<file path="src/rtl/vend_credit_fsm.sv">
// Vending credit/dispense controller: holds running credit, drives the external
// 3-bit adder, dispenses on reaching PRICE and pays change/refund as unit pulses.
module vend_credit_fsm #(
  parameter logic [2:0] PRICE = 3'd4
) (
  input  logic       i_clk,
  input  logic       i_rst_n,
  input  logic       i_coin_valid,
  input  logic [2:0] i_coin,
  input  logic       i_cancel,
  output logic [2:0] o_add_a,
  output logic [2:0] o_add_b,
  output logic       o_add_cin,
  input  logic [2:0] i_add_sum,
  input  logic       i_add_cout,
  output logic       o_ready,
  output logic       o_dispense,
  output logic       o_change_pulse,
  output logic       o_coin_reject
);

  typedef enum logic [1:0] {
    S_IDLE,
    S_COLLECT,
    S_DISPENSE,
    S_REFUND
  } state_e;

  state_e     state_q, state_d;
  logic [2:0] credit_q, credit_d;
  logic [3:0] chg_q, chg_d;
  logic       rej_q, rej_d;

  logic       ready;
  logic       coin_nz;
  logic       accept;
  logic [3:0] total;
  logic [3:0] price4;

  assign price4  = {1'b0, PRICE};
  assign total   = {i_add_cout, i_add_sum};
  assign coin_nz = (i_coin != 3'd0);
  assign ready   = (state_q == S_IDLE) || (state_q == S_COLLECT);
  assign accept  = ready & i_coin_valid & ~i_cancel & coin_nz;

  always_ff @(posedge i_clk or negedge i_rst_n) begin
    if (!i_rst_n) begin
      state_q  <= S_IDLE;
      credit_q <= 3'd0;
      chg_q    <= 4'd0;
      rej_q    <= 1'b0;
    end else begin
      state_q  <= state_d;
      credit_q <= credit_d;
      chg_q    <= chg_d;
      rej_q    <= rej_d;
    end
  end

  always_comb begin
    state_d  = state_q;
    credit_d = credit_q;
    chg_d    = chg_q;
    // A strobe is dropped when busy, or when a cancel in the same cycle wins.
    rej_d    = i_coin_valid & (~ready | (i_cancel & coin_nz));
    unique case (state_q)
      S_IDLE, S_COLLECT: begin
        if (accept) begin
          if (total >= price4) begin
            credit_d = 3'd0;
            chg_d    = total - price4;
            state_d  = S_DISPENSE;
          end else begin
            credit_d = total[2:0];
            state_d  = S_COLLECT;
          end
        end else if (i_cancel && (state_q == S_COLLECT)) begin
          chg_d    = {1'b0, credit_q};
          credit_d = 3'd0;
          state_d  = S_REFUND;
        end
      end
      S_DISPENSE: begin
        state_d = (chg_q != 4'd0) ? S_REFUND : S_IDLE;
      end
      S_REFUND: begin
        chg_d = (chg_q != 4'd0) ? (chg_q - 4'd1) : 4'd0;
        if (chg_q <= 4'd1) state_d = S_IDLE;
      end
      default: begin
        state_d = S_IDLE;
      end
    endcase
  end

  always_comb begin
    o_ready        = ready;
    o_dispense     = (state_q == S_DISPENSE);
    o_change_pulse = (state_q == S_REFUND);
    o_coin_reject  = rej_q;
    o_add_a        = credit_q;
    o_add_b        = accept ? i_coin : 3'd0;
    o_add_cin      = 1'b0;
  end

endmodule

</file>
<file path="config.mk">
export PLATFORM = sky130hd
export DESIGN_NAME = vend_credit_fsm
export DESIGN_NICKNAME = d
export VERILOG_FILES = /design/src/rtl/vend_credit_fsm.sv
export SDC_FILE = /design/constraint.sdc
export NUM_CORES = 1
export LEC_CHECK = 0
export CAP_MARGIN = 0
export CORE_MARGIN = 5
export CORE_UTILIZATION = 45
export DETAILED_ROUTE_END_ITERATION = 8
export HOLD_SLACK_MARGIN = 0.06
export MAX_ROUTING_LAYER = met4
export PLACE_DENSITY = 0.81
export SYNTH_ARGS = -nofsm -noshare
export SYNTH_HDL_FRONTEND = slang
export SYNTH_SLANG_ARGS = --single-unit
</file>
<file path="constraint.sdc">
create_clock -name i_clk -period 4.1 [get_ports i_clk]
set_clock_uncertainty 0.1 [all_clocks]
set_input_delay 0.82 -clock i_clk [delete_from_list [all_inputs] [get_ports i_clk]]
set_output_delay 0.82 -clock i_clk [all_outputs]
set_load 0.005 [all_outputs]
</file>
Word level (Yosys, flattened, before mapping) --
Index checks and enable logic that the tools add are counted.
Storage, ports and cells: register bits after elaboration 10, input port bits 11
Cells by class: muxes and demuxes 15, add/subtract/negate cells 2, eq/ne operators 6, $lt $le $gt $ge 2, reductions and logical operators 11, bitwise operators 8
Operator list (count):
- $mux W4 | 4
- $mux W3 | 4
- $mux W2 | 5
- $pmux W4 S2 | 1
- $ne A3 B3 Y1 const B | 2
- $pmux W2 S3 | 1
- $and A1 B1 Y1 | 5
- $eq A2 B2 Y1 const B | 2
- $ge A4 B3 Y1 const B | 1
- $le A4 B1 Y1 const B | 1
- $reduce_and A2 Y1 | 2
- $reduce_bool A2 Y1 | 2
- $reduce_bool A4 Y1 | 1
- $sub A4 B1 Y4 const B | 1
- $sub A4 B3 Y4 const B | 1
- $reduce_and A3 Y1 | 1
- $reduce_bool A3 Y1 | 1
- $eq A2 B1 Y1 const B | 1
- $logic_not A2 Y1 | 1
- $ne A2 B1 Y1 const B | 1
- $not A1 Y1 | 2
- $reduce_or A2 Y1 | 1
- $logic_and A1 B1 Y1 | 1
- $logic_or A1 B1 Y1 | 1
- $or A1 B1 Y1 | 1

Longest topological paths before layout --
Gate-level depths: netlist (run 1).
depth in word-level cells 7, mapped depth 5, depth with buffers taken out 5

Worst setup path after synthesis (run 1) --
No wires, ideal clock.
path type in2reg, start in i_cancel, end reg chg_q[2], slack 1992 ps, arrival 1928 ps, data required time 3920 ps, stages on the path 4, path through or3b_4 -> o31a_1 -> or2_4 -> o211ai_2
Between the ends: longest elaborated chain between the ends 5, elaborated cells between the ends (all ways) 9, those cells by class 2 x eq/ne; 2 x mux; 3 x bitwise; 2 x reduce/logical
Ends and longest elaborated chain:
- start: declaration | RTL line 10 | input logic i_cancel,
- $not A1 Y1 | RTL line 44 | assign accept = ready & i_coin_valid & ~i_cancel & coin_nz;
- $and A1 B1 Y1 (2 in a row) | RTL line 44
- $ne A3 B3 Y1 (no line) or $mux W4 (tied branches)
- $reduce_and A3 Y1 (no line) or $pmux W4 S2 (tied branches)
- end signal: assignment | RTL line 55 | chg_q <= chg_d;
- end: declaration | RTL line 31 | logic [3:0] chg_q, chg_d;
Several ways; a longest one is shown, not always the timed one. A chain may end at the register's enable or synchronous reset.

Worst setup path in the final report (run 1) --
start in i_cancel, end out o_add_b[0]
Between the ends: longest elaborated chain between the ends 4
Ends and longest elaborated chain:
- $not A1 Y1 | RTL line 44
- $and A1 B1 Y1 (2 in a row) | RTL line 44
- $mux W3 | RTL line 102 | o_add_b = accept ? i_coin : 3'd0;
- end: declaration | RTL line 12 | output logic [2:0] o_add_b,
Every way passes these cells.

==> out/results.tsv, run 1 <==
stage	metric	value	unit
finish	fill_cells	123	
critical_path	r2r_slack	2.22	ns
sta	hold_viol	0	
synth	synthTopCellsByArea	dfrtp_1, a32o_1, mux2i_1	
critical_path	r2r_end	chg_q[2]	
sta	clock.fmax	0.318	GHz
finish	area_growth	41.9	%
finish	nNetsFinal	101	
critical_path	cp.arrival	2.22	ns
detailed_routing	via_per_inst	5.83	
critical_path	cpMostUsedCell	clkdlybuf4s50_1	
finish	n_antenna_cell	0	
synth	syn-num-nets	77	
floorplanning	num_rows	13	
critical_path	worstPathRequired	3.18	ns
detailed_routing	drc	0	
critical_path	timing.rr.start	state_q[1]	
finish	fin_util	66.1	%
clocking	cts-buffers-inserted	3	
finish	drive_gt1_share	9.09	%
worst_hold_path	worstHoldStart	o_add_a[2]	
synth	synth_fa_ha_area_share	2.12	%
clocking	cts-root-buf	clkbuf_4	
global_route	antenna_found_initial	0	
synth	synth_top_family_by_area	compound AO/OA/AOI/OAI gates	
sta	worst_pin_slew	0.494	ns
critical_path	crit_path_start_kind	input pin	
detailed_routing	ant_nets	0	
synth	yosys.area.top_type	dfrtp_1	
global_route	grt_max_degree	11	
synth	syn_inst	65	
synth	ys_ff_latch	10	
floorplanning	core-area	0.00127	sq mm
floorplanning	start_util	46.5	%
floorplanning	io_pins	22	
clocking	cts_num_sinks	10	
placed_design	dp_cells	99	
sta	fin_hold_ws	0.430	ns
flow_run	max-cap-violations	0	
detailed_routing	wirelength	1610	um
pwr	leakage	0.368	nW
sta	tns	0	ns
placed_design	dpl.hpwl	1260	um
worst_hold_path	hold_end	o_add_a[2]	
global_route	track_usage	19.0	%
clocking	hold_buffers	0	
synth	synth_xor_area_share	0	%
synth	synthMuxAreaShare	5.08	%
global_route	grt_pass1_wl	2680	um
worst_hold_path	hp-class	flop to flop	
floorplanning	die_h	46.2	um
critical_path	crit_chain	clkdlybuf4s50_1, nor2_1, and3_1, clkdlybuf4s50_1	
synth	synthSimpleGateAreaFrac	22.5	%
clocking	cts_resized	0	
synth	avgSynthCellArea	9.09	sq um
sta	slew_violations	0	
clocking	postCtsSetupBuffers	0	
detailed_routing	dr.pass1.iters	4	
detailed_routing	vias	600	
critical_path	crit_path_max_incr_delay	0.51	ns
pwr	power.density	573	mW/mm^2
synth	netlist_area	591	sq um
placed_design	routabilityCongestion	0.811	
floorplanning	die_w	46.2	um
sta	setup_violations	0	
critical_path	worstSetupPathType	input pin to primary output	
critical_path	reg2regPathDepth	4	
sta	fin_crit	3.14	ns
synth	synth-seq-area-share	42.4	%
placed_design	place_ws	0.966	ns
sta	rsz0062_at_grt	no	
global_route	grt_pass1_vias	588	
sta	fin_crit_sh	76.7	%
clocking	h-tree-depth	1	
synth	synthDistinctLibCells	28	
synth	ys_warn_count	0	
global_route	overflow	0	
sta	fin_ws	0.956	ns
synth	synth-compound-area-share	22.9	%
synth	synth_top_area_share	42.4	%
critical_path	cp_slowest_cell	clkdlybuf4s50_1	
pwr	vdd_drop_max	330	uV
clocking	clk_latency	0.27	ns
critical_path	path_max_fanout	5	
finish	final_cells	103	
clocking	clk_pin_slew	0.07	ns
status	outcome	complete, no violations	
detailed_routing	post_drt_wl_per_cell	15.6	um
critical_path	endpoint_kind	primary output	
placed_design	io_buffers	20	
worst_hold_path	min_path_cells	1	
clocking	cts_buffer_depth	2	
floorplanning	die_area	0.00214	sq mm
detailed_routing	drt-initial-drc-count	14	
clocking	tritoncts	done	
sta	relSlewSlack	66.8	%
==> layout by cell type (no fill, tap or decap), drive strengths merged <==
cell type / n
clkdlybuf4s50: 20
dfrtp: 10
nor2: 8
o21ai: 7
inv: 5
nor3: 4
clkbuf: 4
nand2: 3
and3: 3
a32o: 3
mux2i: 3
a21oi: 2
nand3: 2
or3: 1
nor2b: 1
or3b: 1
o31a: 1
or2: 1
a31oi: 1
o41ai: 1
o21a: 1
nor3b: 1
a221oi: 1
o31ai: 1
o211ai: 1
ha: 1
conb: 1
==> report_power, final <==
| group | switching [mW] | total [mW] | internal (mW) |
|---|---|---|---|
| clock network | 0.0379 | 0.0920 | 0.0540 |
| logic | 0.107 | 0.216 | 0.109 |
| registers | 0.0388 | 0.172 | 0.133 |
==> critical path: cells and delay by family <==
| family | cells | cell delay (ns) |
|---|---|---|
| buffers and inverters | 2 | 0.98 |
| and+or+nand+nor | 2 | 0.43 |
==> cell type report <==
class | instances | area, sq um | area share (%)
Clock buffer | 4 | 36.3 | 4.33
Sequential cell | 10 | 250 | 29.9
Tap cell | 15 | 18.8 | 2.24
Timing Repair Buffer | 20 | 200 | 23.9
Inverter | 5 | 18.8 | 2.24
Multi-Input combinational cell | 49 | 314 | 37.5
==> synth_stat cells <==
master    instances
dfrtp_1          10
nor2_1            7
inv_1             5
o21ai_1           5
nor3_1            4
a32o_1            3
and3_1            3
mux2i_1           3
nand2_1           3
a21oi_1           2
nand3_1           2
o21ai_0           2
a221oi_1          1
a31oi_1           1
buf_4             1
conb_1            1
ha_1              1
nor2_2            1
nor2b_1           1
nor3b_1           1
o211ai_2          1
o21a_1            1
o31a_1            1
o31ai_1           1
o41ai_1           1
or2_4             1
or3_1             1
or3b_4            1
==> sequential cells by signal (all words and copies together), names as in the netlist <==
signal and count:
chg_q 4, state_q 2, o_coin_reject 1, o_add_a 3
==> per-layer routing <==
metal	global-route usage [%]	up-vias	wire, um
met3	5.47	10	93
met2	29.4	25	813
met4	13.1	0	65
li1	-	283	-
met1	20.9	282	635
met5	-	-	0
==> worst max path at each step <==
stage | from | to
3_5_place_dp | i_cancel | o_add_b[0]
4_1_cts | i_cancel | o_add_b[0]
2_1_floorplan | i_cancel | chg_q[2]
6_report | i_cancel | o_add_b[0]
5_1_grt | i_cancel | o_add_b[0]
3_3_place_gp | i_cancel | o_add_b[1]
==> kinds of logic (layout without fill, tap and decap cells) <==
family,count (synthesis),after routing
other,1,1
buffers and inverters,6,29
AO/OA/AOI/OAI,19,19
AND/OR/NAND/NOR,25,25
flip-flops,10,10
adder cells (fa/ha/maj),1,1
multiplexers,3,3
==> metrics by stage <==
step,power [mW],instance area [sq um]
CTS,0.482,838
detailed placement,0.389,802
global route,0.524,838
finish,0.480,838
floorplan,0.299,591
global placement,0.383,802
(Power assumes the default switching activity.)
==> run 2, diff against run 1 <==
--- a/config.mk
+++ b/config.mk
@@ -7,11 +7,11 @@
 export LEC_CHECK = 0
 export CAP_MARGIN = 0
 export CORE_MARGIN = 5
-export CORE_UTILIZATION = 45
+export CORE_UTILIZATION = 38
 export DETAILED_ROUTE_END_ITERATION = 8
 export HOLD_SLACK_MARGIN = 0.06
 export MAX_ROUTING_LAYER = met4
-export PLACE_DENSITY = 0.81
+export PLACE_DENSITY = 0.73
 export SYNTH_ARGS = -nofsm -noshare
 export SYNTH_HDL_FRONTEND = slang
 export SYNTH_SLANG_ARGS = --single-unit
==> constraint.sdc (replaced) <==
create_clock -name i_clk -period 2.5 [get_ports i_clk]
set_clock_uncertainty 0.1 [all_clocks]
set_input_delay 0.5 -clock i_clk [delete_from_list [all_inputs] [get_ports i_clk]]
set_output_delay 0.5 -clock i_clk [all_outputs]
set_load 0.005 [all_outputs]
==> out/results.tsv, run 2 (synthesis gave the netlist of run 1 again) <==
stage	metric	value	unit	change
critical_path	cp.buffers_inverters	2		unchanged
sta	setup_violations	0		unchanged
global_route	grt_pass1_vias	552		was 588
detailed_routing	via_per_inst	5.52		was 5.83
global_route	antenna_found_initial	0		unchanged
finish	regMostFlops	chg_q		unchanged
pwr	power.density	919	mW/mm^2	was 573 mW/mm^2
critical_path	crit_path_start_kind	input pin		unchanged
finish	largest_reg_flops	4		unchanged
clocking	hold_buffers	0		unchanged
placed_design	dpl.hpwl	1170	um	was 1260 um
finish	n_antenna_cell	0		unchanged
pwr	total_power	792	uW	was 480 uW
clocking	tritoncts	done		unchanged
critical_path	crit_path_max_incr_delay	0.51	ns	about the same
global_route	grt_pass1_wl	2500	um	was 2680 um
detailed_routing	post_drt_wl_per_cell	14.1	um	was 15.6 um
flow_run	max-cap-violations	0		unchanged
detailed_routing	drc	0		unchanged
finish	drive_gt1_share	12.1	%	was 9.09%
detailed_routing	wirelength	1510	um	was 1610 um
placed_design	routabilityCongestion	0.791		was 0.811
floorplanning	num_rows	14		was 13
clocking	cts_resized	0		unchanged
placed_design	io_buffers	20		unchanged
pwr	p_sw	303	uW	was 183 uW
detailed_routing	drt-initial-drc-count	17		was 14
floorplanning	die_h	49.4	um	was 46.2 um
global_route	overflow	0		unchanged
critical_path	path_max_fanout	4		was 5
critical_path	endpoint_kind	primary output		unchanged
clocking	cts_buffer_depth	2		unchanged
floorplanning	die_area	0.00244	sq mm	was 0.00214 sq mm
sta	tns	0	ns	unchanged
clocking	cts_num_sinks	10		unchanged
clocking	clk_latency	0.27	ns	about the same
critical_path	worstPathRequired	1.90	ns	was 3.18 ns
finish	layout_common_cells	clkdlybuf4s50_1, dfrtp_1, nor2_1		unchanged
critical_path	worstSetupPathType	input pin to primary output		unchanged
critical_path	cpMostUsedCell	clkdlybuf4s50_1		unchanged
floorplanning	die_w	49.4	um	was 46.2 um
sta	rsz0062_at_grt	no		unchanged
sta	fin_crit	2.42	ns	
clocking	postCtsSetupBuffers	0		unchanged
finish	nNetsFinal	104		was 101
finish	final_common_cell	clkdlybuf4s50_1		unchanged
detailed_routing	vias	591		was 600
clocking	cts-root-buf	clkbuf_4		unchanged
floorplanning	start_util	39.7	%	was 46.5%
critical_path	cp.arrival	1.82	ns	was 2.22 ns
worst_hold_path	hp-class	flop to flop		unchanged
finish	area_growth	46.0	%	was 41.9%
global_route	track_usage	13.5	%	was 19.0%
status	outcome	complete, no violations		unchanged
pwr	power.internal	489	uW	was 297 uW
pwr	swShare	38.3	%	was 38.2%
pwr	combPwrFrac	45.1	%	was 45.0%
pwr	power_frac_seq	36.2	%	was 35.8%
pwr	vdd_drop_max	516	uV	was 330 uV
sta	fin_crit_sh	96.8	%	
detailed_routing	dr.pass1.iters	4		unchanged
detailed_routing	ant_nets	0		unchanged
critical_path	path_delay_family	buffers and inverters		unchanged
pwr	pwr-share-clk	18.8	%	was 19.2%
pwr	leakage	0.383	nW	was 0.368 nW
clocking	cts-buffers-inserted	3		unchanged
global_route	grt_max_degree	11		unchanged
critical_path	cp_slowest_cell	clkdlybuf4s50_1		unchanged
clocking	clk_pin_slew	0.07	ns	about the same
sta	hold_viol	0		unchanged
sta	clock.fmax	0.413	GHz	
clocking	h-tree-depth	1		unchanged
sta	slew_violations	0		unchanged
critical_path	crit_chain	clkdlybuf4s50_1, nor2_1, and3_1, clkdlybuf4s50_1		unchanged
floorplanning	io_pins	22		unchanged
floorplanning	core-area	0.00149	sq mm	was 0.00127 sq mm
[run 2: power groups by stage]
stage	Clock [mW]	Combinational, mW	Sequential, mW
after floorplan	0	0.219	0.271
after CTS	0.151	0.358	0.285
final	0.149	0.357	0.287
after global placement	0	0.349	0.285
after global routing	0.161	0.399	0.298
after detailed placement	0	0.354	0.288
[run 2: metal layers]
layer	track usage, %	wire length [um]
met5	-	0
met2	20.0	688
met1	17.9	712
met3	2.75	88
met4	5.24	22
[run 2: layout make-up]
class / instances / area (sq um)
fill: 133 / 627
clock buffer: 4 / 36.3
multi-input combinational: 49 / 314
timing repair buffer: 23 / 223
sequential: 10 / 250
inverter: 5 / 18.8
tap: 16 / 20.0
[run 2: stage by stage]
step	std cells	setup slack [ns]	utilization [%]	hold slack [ns]	cell area, sq um
3_5_place_dp	103	0.0811	55.5	0.417	826
5_1_grt	107	0.0112	57.9	0.461	862
3_3_place_gp	103	0.137	55.5	0.413	826
2_1_floorplan	65	0.712	-	0.104	591
4_1_cts	107	0.0765	57.9	0.437	862
6_report	107	0.0806	57.9	0.430	862
[run 2: path summary, 6_finish.rpt]
check | endpoint | startpoint | slack (ns) | cells after the start
worst min-delay path | o_add_a[2] | o_add_a[2] | 0.43 | 1
max in group asynchronous | state_q[1] | i_rst_n | 1.51 | 1
worst min register to register | o_add_a[2] | o_add_a[2] | 0.43 | 1
min in group asynchronous | o_add_a[1] | i_rst_n | 0.46 | 1
worst max register to register | chg_q[2] | state_q[1] | 0.61 | 4
worst max-delay path | o_add_b[2] | i_cancel | 0.08 | 4
[run 2: worst register-to-register path, cell delays in order (launching register included)]
cell and delay (ns):
dfrtp_1 0.47, or3b_4 0.44, o31a_1 0.38, or2_4 0.28
o211ai_2 0.15
==> run 3, diff against run 2 <==
--- a/config.mk
+++ b/config.mk
@@ -6,8 +6,8 @@
 export NUM_CORES = 1
 export LEC_CHECK = 0
 export CAP_MARGIN = 0
-export CORE_MARGIN = 5
 export CORE_UTILIZATION = 38
+export CTS_CLUSTER_DIAMETER = 50
 export DETAILED_ROUTE_END_ITERATION = 8
 export HOLD_SLACK_MARGIN = 0.06
 export MAX_ROUTING_LAYER = met4
==> out/results.tsv, run 3 (synthesis gave the netlist of run 1 again) <==
stage	metric	value	unit	change
clocking	cts-root-buf	clkbuf_4		unchanged
floorplanning	core-area	0.00137	sq mm	was 0.00149 sq mm
finish	final_cells	106		was 107
finish	drive_gt1_share	13.2	%	was 12.1%
floorplanning	die_area	0.00172	sq mm	was 0.00244 sq mm
finish	regMostFlops	chg_q		unchanged
global_route	busiest_layer	met2		unchanged
critical_path	cp.arrival	1.82	ns	about the same
finish	register_area	250	sq um	unchanged
critical_path	crit_path_start_kind	input pin		unchanged
sta	fin_ws	0.0803	ns	was 0.0806 ns
critical_path	crit_end	o_add_b[1]		was o_add_b[2]
global_route	grt_pass1_wl	2470	um	was 2500 um
pwr	swShare	38.0	%	was 38.3%
sta	fin_crit_sh	96.8	%	about the same
floorplanning	die_h	41.4	um	was 49.4 um
global_route	grt_pass1_vias	569		was 552
clocking	clk_latency	0.28	ns	was 0.27 ns
clocking	clk_pin_slew	0.06	ns	was 0.07 ns
global_route	grtUsageMet3	7.83	%	was 2.75%
finish	fill_cells	124		was 133
flow_run	max-cap-violations	0		unchanged
pwr	power.density	918	mW/mm^2	was 919 mW/mm^2
detailed_routing	drc	0		unchanged
pwr	p_sw	301	uW	was 303 uW
clocking	cts-buffers-inserted	3		unchanged
finish	final_common_cell	clkdlybuf4s50_1		unchanged
critical_path	r2r_end	chg_q[2]		unchanged
detailed_routing	wirelength	1440	um	was 1510 um
sta	tns	0	ns	unchanged
finish	area_growth	46.2	%	was 46.0%
finish	nNetsFinal	104		unchanged
critical_path	r2r_slack	0.62	ns	was 0.61 ns
global_route	grt_max_degree	11		unchanged
detailed_routing	vias	591		unchanged
global_route	met1_usage	23.4	%	was 17.9%
pwr	combPwrFrac	45.0	%	was 45.1%
detailed_routing	ant_nets	0		unchanged
global_route	antenna_found_initial	0		unchanged
critical_path	startpoint	i_cancel		unchanged
sta	hold_viol	0		unchanged
floorplanning	start_util	43.2	%	was 39.7%
global_route	grt_use_met2	29.1	%	was 20.0%
sta	rsz0062_at_grt	no		unchanged
placed_design	place_ws	0.0413	ns	was 0.0811 ns
finish	design_area	863	sq um	was 862 sq um
critical_path	reg2regPathDepth	4		unchanged
floorplanning	die_w	41.4	um	was 49.4 um
detailed_routing	via_per_inst	5.58		was 5.52
global_route	track_usage	20.0	%	was 13.5%
critical_path	worstSetupPathType	input pin to primary output		unchanged
critical_path	worstPathRequired	1.90	ns	about the same
clocking	h-tree-depth	1		unchanged
pwr	total_power	793	uW	was 792 uW
placed_design	io_buffers	20		unchanged
detailed_routing	dr.pass1.iters	4		unchanged
placed_design	dpl.hpwl	1070	um	was 1170 um
floorplanning	io_pins	22		unchanged
clocking	tritoncts	done		unchanged
worst_hold_path	hp-class	flop to flop		unchanged
pwr	vdd_drop_max	467	uV	was 516 uV
sta	clock.fmax	0.413	GHz	about the same
clocking	cts_num_sinks	10		unchanged
critical_path	timing.rr.start	state_q[1]		unchanged
sta	slew_violations	0		unchanged
critical_path	endpoint_kind	primary output		unchanged
pwr	pwr-share-clk	19.1	%	was 18.8%
placed_design	dp_cells	102		was 103
critical_path	path_max_fanout	5		was 4
finish	multi_input_area	317	sq um	was 314 sq um
clocking	cts_buffer_depth	2		unchanged
status	outcome	complete, no violations		unchanged
sta	setup_violations	0		unchanged
pwr	leakage	0.383	nW	about the same
pwr	power_frac_seq	35.9	%	was 36.2%
finish	n_antenna_cell	0		unchanged
global_route	overflow	0		unchanged
floorplanning	num_rows	13		was 14
clocking	hold_buffers	0		unchanged
pwr	power.internal	492	uW	was 489 uW
finish	fin_util	63.2	%	was 57.9%
placed_design	placed_area	825	sq um	was 826 sq um
finish	largest_reg_flops	4		unchanged
sta	fin_hold_ws	0.433	ns	was 0.430 ns
detailed_routing	drt-initial-drc-count	15		was 17
placed_design	routabilityCongestion	0.786		was 0.791
finish	layout_common_cells	clkdlybuf4s50_1, dfrtp_1, nor2_1		unchanged
sta	fin_crit	2.42	ns	about the same
detailed_routing	post_drt_wl_per_cell	13.6	um	was 14.1 um
-- run 3: cell counts in the layout (fill, tap and decap cells not counted) --
Identical to the previous run, type by type.
-- run 3: worst max-delay path, cell delays in order --
cell,delay (ns)
clkdlybuf4s50_1,0.48
nor2_2,0.16
and3_1,0.17
clkdlybuf4s50_1,0.50
-- run 3: power groups by stage --
stage | logic, mW | clock network, mW | registers (mW)
floorplan | 0.219 | 0 | 0.271
global placement | 0.354 | 0 | 0.282
detailed placement | 0.354 | 0 | 0.285
CTS | 0.359 | 0.155 | 0.282
global route | 0.400 | 0.164 | 0.292
finish | 0.357 | 0.151 | 0.285
-- run 3: routing by layer --
metal | share of wire (%) | up-vias
met4 | 2.6 | 0
met5 | 0 | -
met2 | 47 | 12
li1 | - | 289
met1 | 46 | 286
met3 | 4.0 | 4
-- run 3: worst min path at each step --
stage,to,cells past startpoint,from,slack [ns]
6_report,o_add_a[0],1,o_add_a[0],0.43
5_1_grt,o_add_a[0],1,o_add_a[0],0.46
3_5_place_dp,o_add_a[0],1,o_add_a[0],0.42
2_1_floorplan,chg_q[0],0,i_rst_n,0.10
3_3_place_gp,o_add_a[0],1,o_add_a[0],0.40
4_1_cts,o_add_a[0],1,o_add_a[0],0.44
-- run 3: layout make-up --
type                            count  area share [%]
Multi-Input combinational cell     49            36.7
Sequential cell                    10            29.0
Timing Repair Buffer               23            25.8
Clock buffer                        4            4.20
Inverter                            5            2.17
Tap cell                           15            2.17
-- run 3: repair_timing --
action,in CTS,in global routing
hold endpoints to repair,0,0
setup buffers,0,0
gates resized for setup,0,1
endpoints found under the setup margin,0,3
==> edit 1 (config.mk and constraints of run 2) <==
Re-encode `state_e` (4 states) as one-hot, 4 bits wide.
--- a/src/rtl/vend_credit_fsm.sv
+++ b/src/rtl/vend_credit_fsm.sv
@@ -21,7 +21,7 @@
 
-  typedef enum logic [1:0] {
-    S_IDLE,
-    S_COLLECT,
-    S_DISPENSE,
-    S_REFUND
+  typedef enum logic [3:0] {
+    S_IDLE     = 4'b0001,
+    S_COLLECT  = 4'b0010,
+    S_DISPENSE = 4'b0100,
+    S_REFUND   = 4'b1000
   } state_e;
Function: no difference found for any inputs over 10 cycles, from zero or initial values and one cycle with i_rst_n low; not proved beyond that.
==> edit 1 against run 2 <==
Total power rose by 11%; critical path depth rose by 7; setup slack improved by 0.0069 ns; count of clock-buffer cells in the layout did not move; sequential cell count rose by 2; fmax rose by 0.29%; routed wire length rose by 22%; area after synthesis rose by 22%; highest routed layer unchanged; register-to-register slack got worse by 0.48 ns; critical path type is now in2reg; sequential power rose by 18%; first-iteration DRC count fell by 12%; cell area rose by 28%; clock power fell by 12%; combinational power rose by 16%.
==> edit 1: results (changes against run 2) <==
* Outcome: finished clean
* DRT iter0 DRCs at 15 (-2)
* Distinct cells, synth at 36 (+29%)
* Synth warnings at 0 (unchanged)
* CP Data Arrival Time at 2.48 ns (+0.66 ns)
* Type of origin of the critical path: primary input
* Pre-Repair DR Iteration Count at 4 (unchanged)
* Synth top cells by count: 11 x dfrtp_1, 9 x nand2_1, 6 x o21ai_0
* Drt total wl at 1.85 mm (+22%)
* FF-to-FF path depth at 10 (+6)
* Htree depth at 1 (unchanged)
* First-pass GRT wire length at 3.01 mm (+20%)
* Initial antenna violation count at 0 (unchanged)
* Max IR drop VDD at 0.471 mV (-8.7%)
* Vias in the first global route at 661 (+20%)
* Total GRT Usage at 14.9% (+1.4 points)
* Clk_lat worst skew at 0.27 ns (about the same)
* R2R Setup Slk at 0.13 ns (-0.48 ns)
* Max-slew headroom at 63.5%
* Worst hold path class: reg2reg
* Area contributors post-synth: dfrtp_1 38%, nand2_1 4.7%, o21ai_0 4.2%, dfstp_2 3.6%, a22o_1 3.6%
* Final #Nets at 124 (+19%)
* Gpl congestion at 0.740 (-6.5%)
* Post-Synth Adder-Cell Area at 1.73% (-0.39 points)
* Clock tree root buffer cell: clkbuf_4
* Mux cell area share after synthesis at 2.77% (-2.3 points)
* Syn nets at 87 (+13%)
* Area fraction in compound gates after synthesis at 20.4% (-2.5 points)
* CP Launch Point: i_cancel
* Worst setup path end: chg_q[2]$_DFFE_PN0P_
* Register area share after synthesis at 41.7% (-0.68 points)
* Pleak at 0.000522 µW (+36%)
* Filler Cells Inserted at 146 (+9.8%)
* CTS clk-pin slew, worst paths at 0.08 ns
* DP HPWL at 1.30 mm (+12%)
* Crit Path Max Fanout at 12 (+8)
* Largest net degree at the start of global routing at 13 (+2)
* Worst reg2reg endpoint: chg_q[2]$_DFFE_PN0P_
* Layout cells sized above 1 at 24.3% (+12 points)
* I/O Buffers at 20 (unchanged)
* FFs w/ async S/R, synth at 100% (unchanged)
* Top-area cell type share of the netlist area at 38.1% (-4.3 points)
* Longest Clk Path Bufs at 2 (unchanged)
* # DRC at 0 (unchanged)
* Worst R2R Start: state_q[0]$_DFFE_PN1P_
* XOR/XNOR Fraction of Synth Area at 1.21% (+1.2 points)
* Diode count at 0 (unchanged)
* Vias/cell at 5.27 (-4.5%)
* Num CTS Buffers at 3 (unchanged)
==> edit 1: cell types whose count changed after synthesis, sizes merged, moves of 2 or more <==
cell | before | now
and3 | 3 | 0
nor3 | 4 | 1
nand2b | 0 | 2
a21o | 0 | 2
nand3 | 2 | 4
a32o | 3 | 0
nor2 | 8 | 3
a22o | 0 | 3
and2 | 0 | 3
nand2 | 3 | 9
nor4b | 0 | 3
==> edit 1: area by class of cell <==
cell class / count / area (µm²) / share of cell area, %
Clock buffer: 4 / 26.3 / 2.39
Inverter: 5 / 18.8 / 1.70
Multi-Input combinational cell: 56 / 415 / 37.7
Sequential cell: 12 / 302 / 27.4
Tap cell: 25 / 31.3 / 2.84
Timing Repair Buffer: 34 / 308 / 28.0
==> edit 1: per-layer routing <==
metal	global-route usage (%)	wire [µm]	vias up
met2	23.7	865	34
met3	2.77	130	4
met4	6.38	24	0
met5	-	0	-
met1	18.3	825	335
li1	-	-	344
==> edit 1: logic make-up after synthesis <==
| family | Yosys count |
|---|---|
| xor gates and xnor gates | 1 |
| other | 1 |
| muxes | 2 |
| and+or+nand+nor | 30 |
| AOI/OAI and AO/OA | 21 |
| buffers and inverters | 7 |
| DFF | 12 |
| adders and majority gates | 1 |
==> edit 1: worst min path at each step <==
stage / end / depth (start not counted) / start / slack, ns
CTS: state_q[0]$_DFFE_PN1P_ / 2 / state_q[0]$_DFFE_PN1P_ / 0.45
global route: state_q[0]$_DFFE_PN1P_ / 2 / state_q[0]$_DFFE_PN1P_ / 0.45
detailed placement: state_q[0]$_DFFE_PN1P_ / 2 / state_q[0]$_DFFE_PN1P_ / 0.44
floorplan: chg_q[0]$_DFFE_PN0P_ / 0 / i_rst_n / 0.10
global placement: state_q[0]$_DFFE_PN1P_ / 2 / state_q[0]$_DFFE_PN1P_ / 0.43
finish: state_q[0]$_DFFE_PN1P_ / 2 / state_q[0]$_DFFE_PN1P_ / 0.43
==> edit 1: power breakdown <==
group	internal [µW]	switching, µW
registers	266	72.8
logic	239	174
clock network	61.8	68.9
total	567	315
==> edit 1: what timing repair did <==
action                                  CTS  global route
endpoints found under the hold margin     0             0
endpoints found under the setup margin    3             6
buffers inserted                          3             3
pin swaps                                 4             2
resized for setup                         4             9
==> edit 1: critical path, cell delays in order <==
cell and delay (ns):
clkdlybuf4s50_1 0.42, nand2b_4 0.16, nor4_4 0.23, buf_4 0.16, buf_4 0.10, buf_4 0.09
buf_4 0.18, mux2i_4 0.27, buf_4 0.15, nand2_1 0.05, a22o_1 0.18
==> edit 1: per-stage QoR <==
stage	instances	power, µW	setup slack (ns)	area, µm²
floorplan	75	530	0.378	723
global placement	126	696	-0.159	1000
detailed placement	126	700	-0.196	1000
CTS	133	842	-0.0585	1050
global route	136	940	-0.00259	1100
finish	136	882	0.0875	1100
==> edit 2 (settings of run 2) <==
Made on the original files. Reset style: synchronous (`i_rst_n`), changed in one clocked block.
--- a/src/rtl/vend_credit_fsm.sv
+++ b/src/rtl/vend_credit_fsm.sv
@@ -45,3 +45,3 @@
 
-  always_ff @(posedge i_clk or negedge i_rst_n) begin
+  always_ff @(posedge i_clk) begin
     if (!i_rst_n) begin
Function: differs if i_rst_n is asserted again (counterexample within 4 cycles, from zero or initial values and one cycle with i_rst_n low); with i_rst_n held inactive, the same outputs for 10 cycles.
==> edit 2 against run 2 <==
Routed wire length increased by 8.3%; cell area increased by 4.9%; setup slack improved by 0.080 ns; area after synthesis is 11% higher; utilization is 4.3 points lower; synthesized cell count increased by 25%; fmax increased by 3.4%; critical path depth down 1; count of clock-buffer cells in the layout unchanged; sequential cell count unchanged; first-iteration DRC count fell by 24%; largest cell class unchanged.
Power is not compared: it rests on default switching activity, and its combinational part moved more than twofold at a synthesized area within 25%.
==> edit 2: results (changes against run 2) <==
* Met3 GRT Util at 3.72% (+0.97 points)
* Vias/cell at 5.66 (+2.4%)
* Outcome: finished clean
* Wl on met1 at 752 µm (+5.6%)
* Register area share after synthesis at 30.5% (-12 points)
* CP Launch Point: i_coin_valid
* ClkCell Share at 4.01% (-0.20 points)
* Plain + repair buffers at 21 (-8.7%)
* First-pass GRT wire length at 2.66 mm (+6.1%)
* Vias in the first global route at 627 (+14%)
* Hold path startpoint: o_add_a[0]$_SDFFE_PN0P_
* Worst stage delay on the critical path at 0.55 ns (+0.04 ns)
* Syn nets at 93 (+21%)
* Layout cells sized above 1 at 15.5% (+3.4 points)
* Filler Cells Inserted at 168 (+26%)
* Met1 Use GR at 16.0% (-1.9 points)
* DRT iter0 DRCs at 13 (-4)
* Non-clk buf share at 23.2% (-2.6 points)
* Routing usage on met2 at 20.8% (+0.81 points)
* Post-Synthesis Cells at 81 (+25%)
* WL met2 at 728 µm (+5.8%)
* Multi-input gate count at 62 (+27%)
* Gpl congestion at 0.841 (+6.3%)
* Total GRT Usage at 13.8% (+0.31 points)
* Final Non-Filler Cells at 120 (+12%)
* Area of the multi-input gates at 414 µm² (+32%)
* Place WS at 0.00712 ns (-0.0740 ns)
* CP Data Arrival Time at 1.74 ns (-0.08 ns)
* FFs w/ async S/R, synth at 0% (-100 points)
==> edit 2: cell count changes after synthesis, sizes merged, moves of 3 or more <==
cell,delta
a21boi,+5
a32o,-3
dfrtp,-10
dfxtp,+10
mux2i,-3
nand2,+4
nand3,+6
nor2,-3
==> edit 2: power by group <==
| part | leakage, µW | internal, µW | total, µW | switching (µW) |
|---|---|---|---|---|
| Combinational | 0.000246 | 59.7 | 109 | 49.4 |
| Sequential | 0.0000816 | 170 | 183 | 13.9 |
| Clock | 0.0000210 | 88.6 | 150 | 61.6 |
==> edit 2: tightest hold or removal path, cell delays in order (launching register included) <==
cell and delay (ns):
dfxtp_1 0.33, nand3_1 0.06, a21boi_0 0.07
==> edit 2: path summary, 6_finish.rpt <==
check | end | slack (ns) | depth (start not counted)
worst max-delay path | o_add_b[0] | 0.16 | 3
worst min-delay path | o_add_a[0]$_SDFFE_PN0P_ | 0.40 | 2
worst max register to register | state_q[0]$_SDFFE_PN0P_ | 0.77 | 4
worst min register to register | o_add_a[0]$_SDFFE_PN0P_ | 0.40 | 2
==> edit 2: logic make-up (layout without fill, tap and decap cells) <==
kind of cell / count (synthesis) / in the layout / synth area share [%]
AO/OA/AOI/OAI: 25 / 25 / 29.1
adder cells (fa/ha/maj): 1 / 1 / 1.90
buffers and inverters: 9 / 31 / 6.86
flip-flops: 10 / 10 / 30.5
multiplexers: 1 / 1 / 1.71
other: 1 / 1 / 0.571
AND/OR/NAND/NOR: 34 / 34 / 29.3
==> edit 2: through the flow <==
step                      hold WS [ns]  utilization (%)
after CTS                        0.409             53.3
after global placement           0.391             51.1
final                            0.401             53.6
after floorplan                  0.384                -
after global routing             0.456             53.6
after detailed placement         0.398             51.1
==> edit 2: repair_timing <==
action	CTS	global route
buffers inserted	0	0
resized for setup	0	2
setup endpoints to repair	0	3
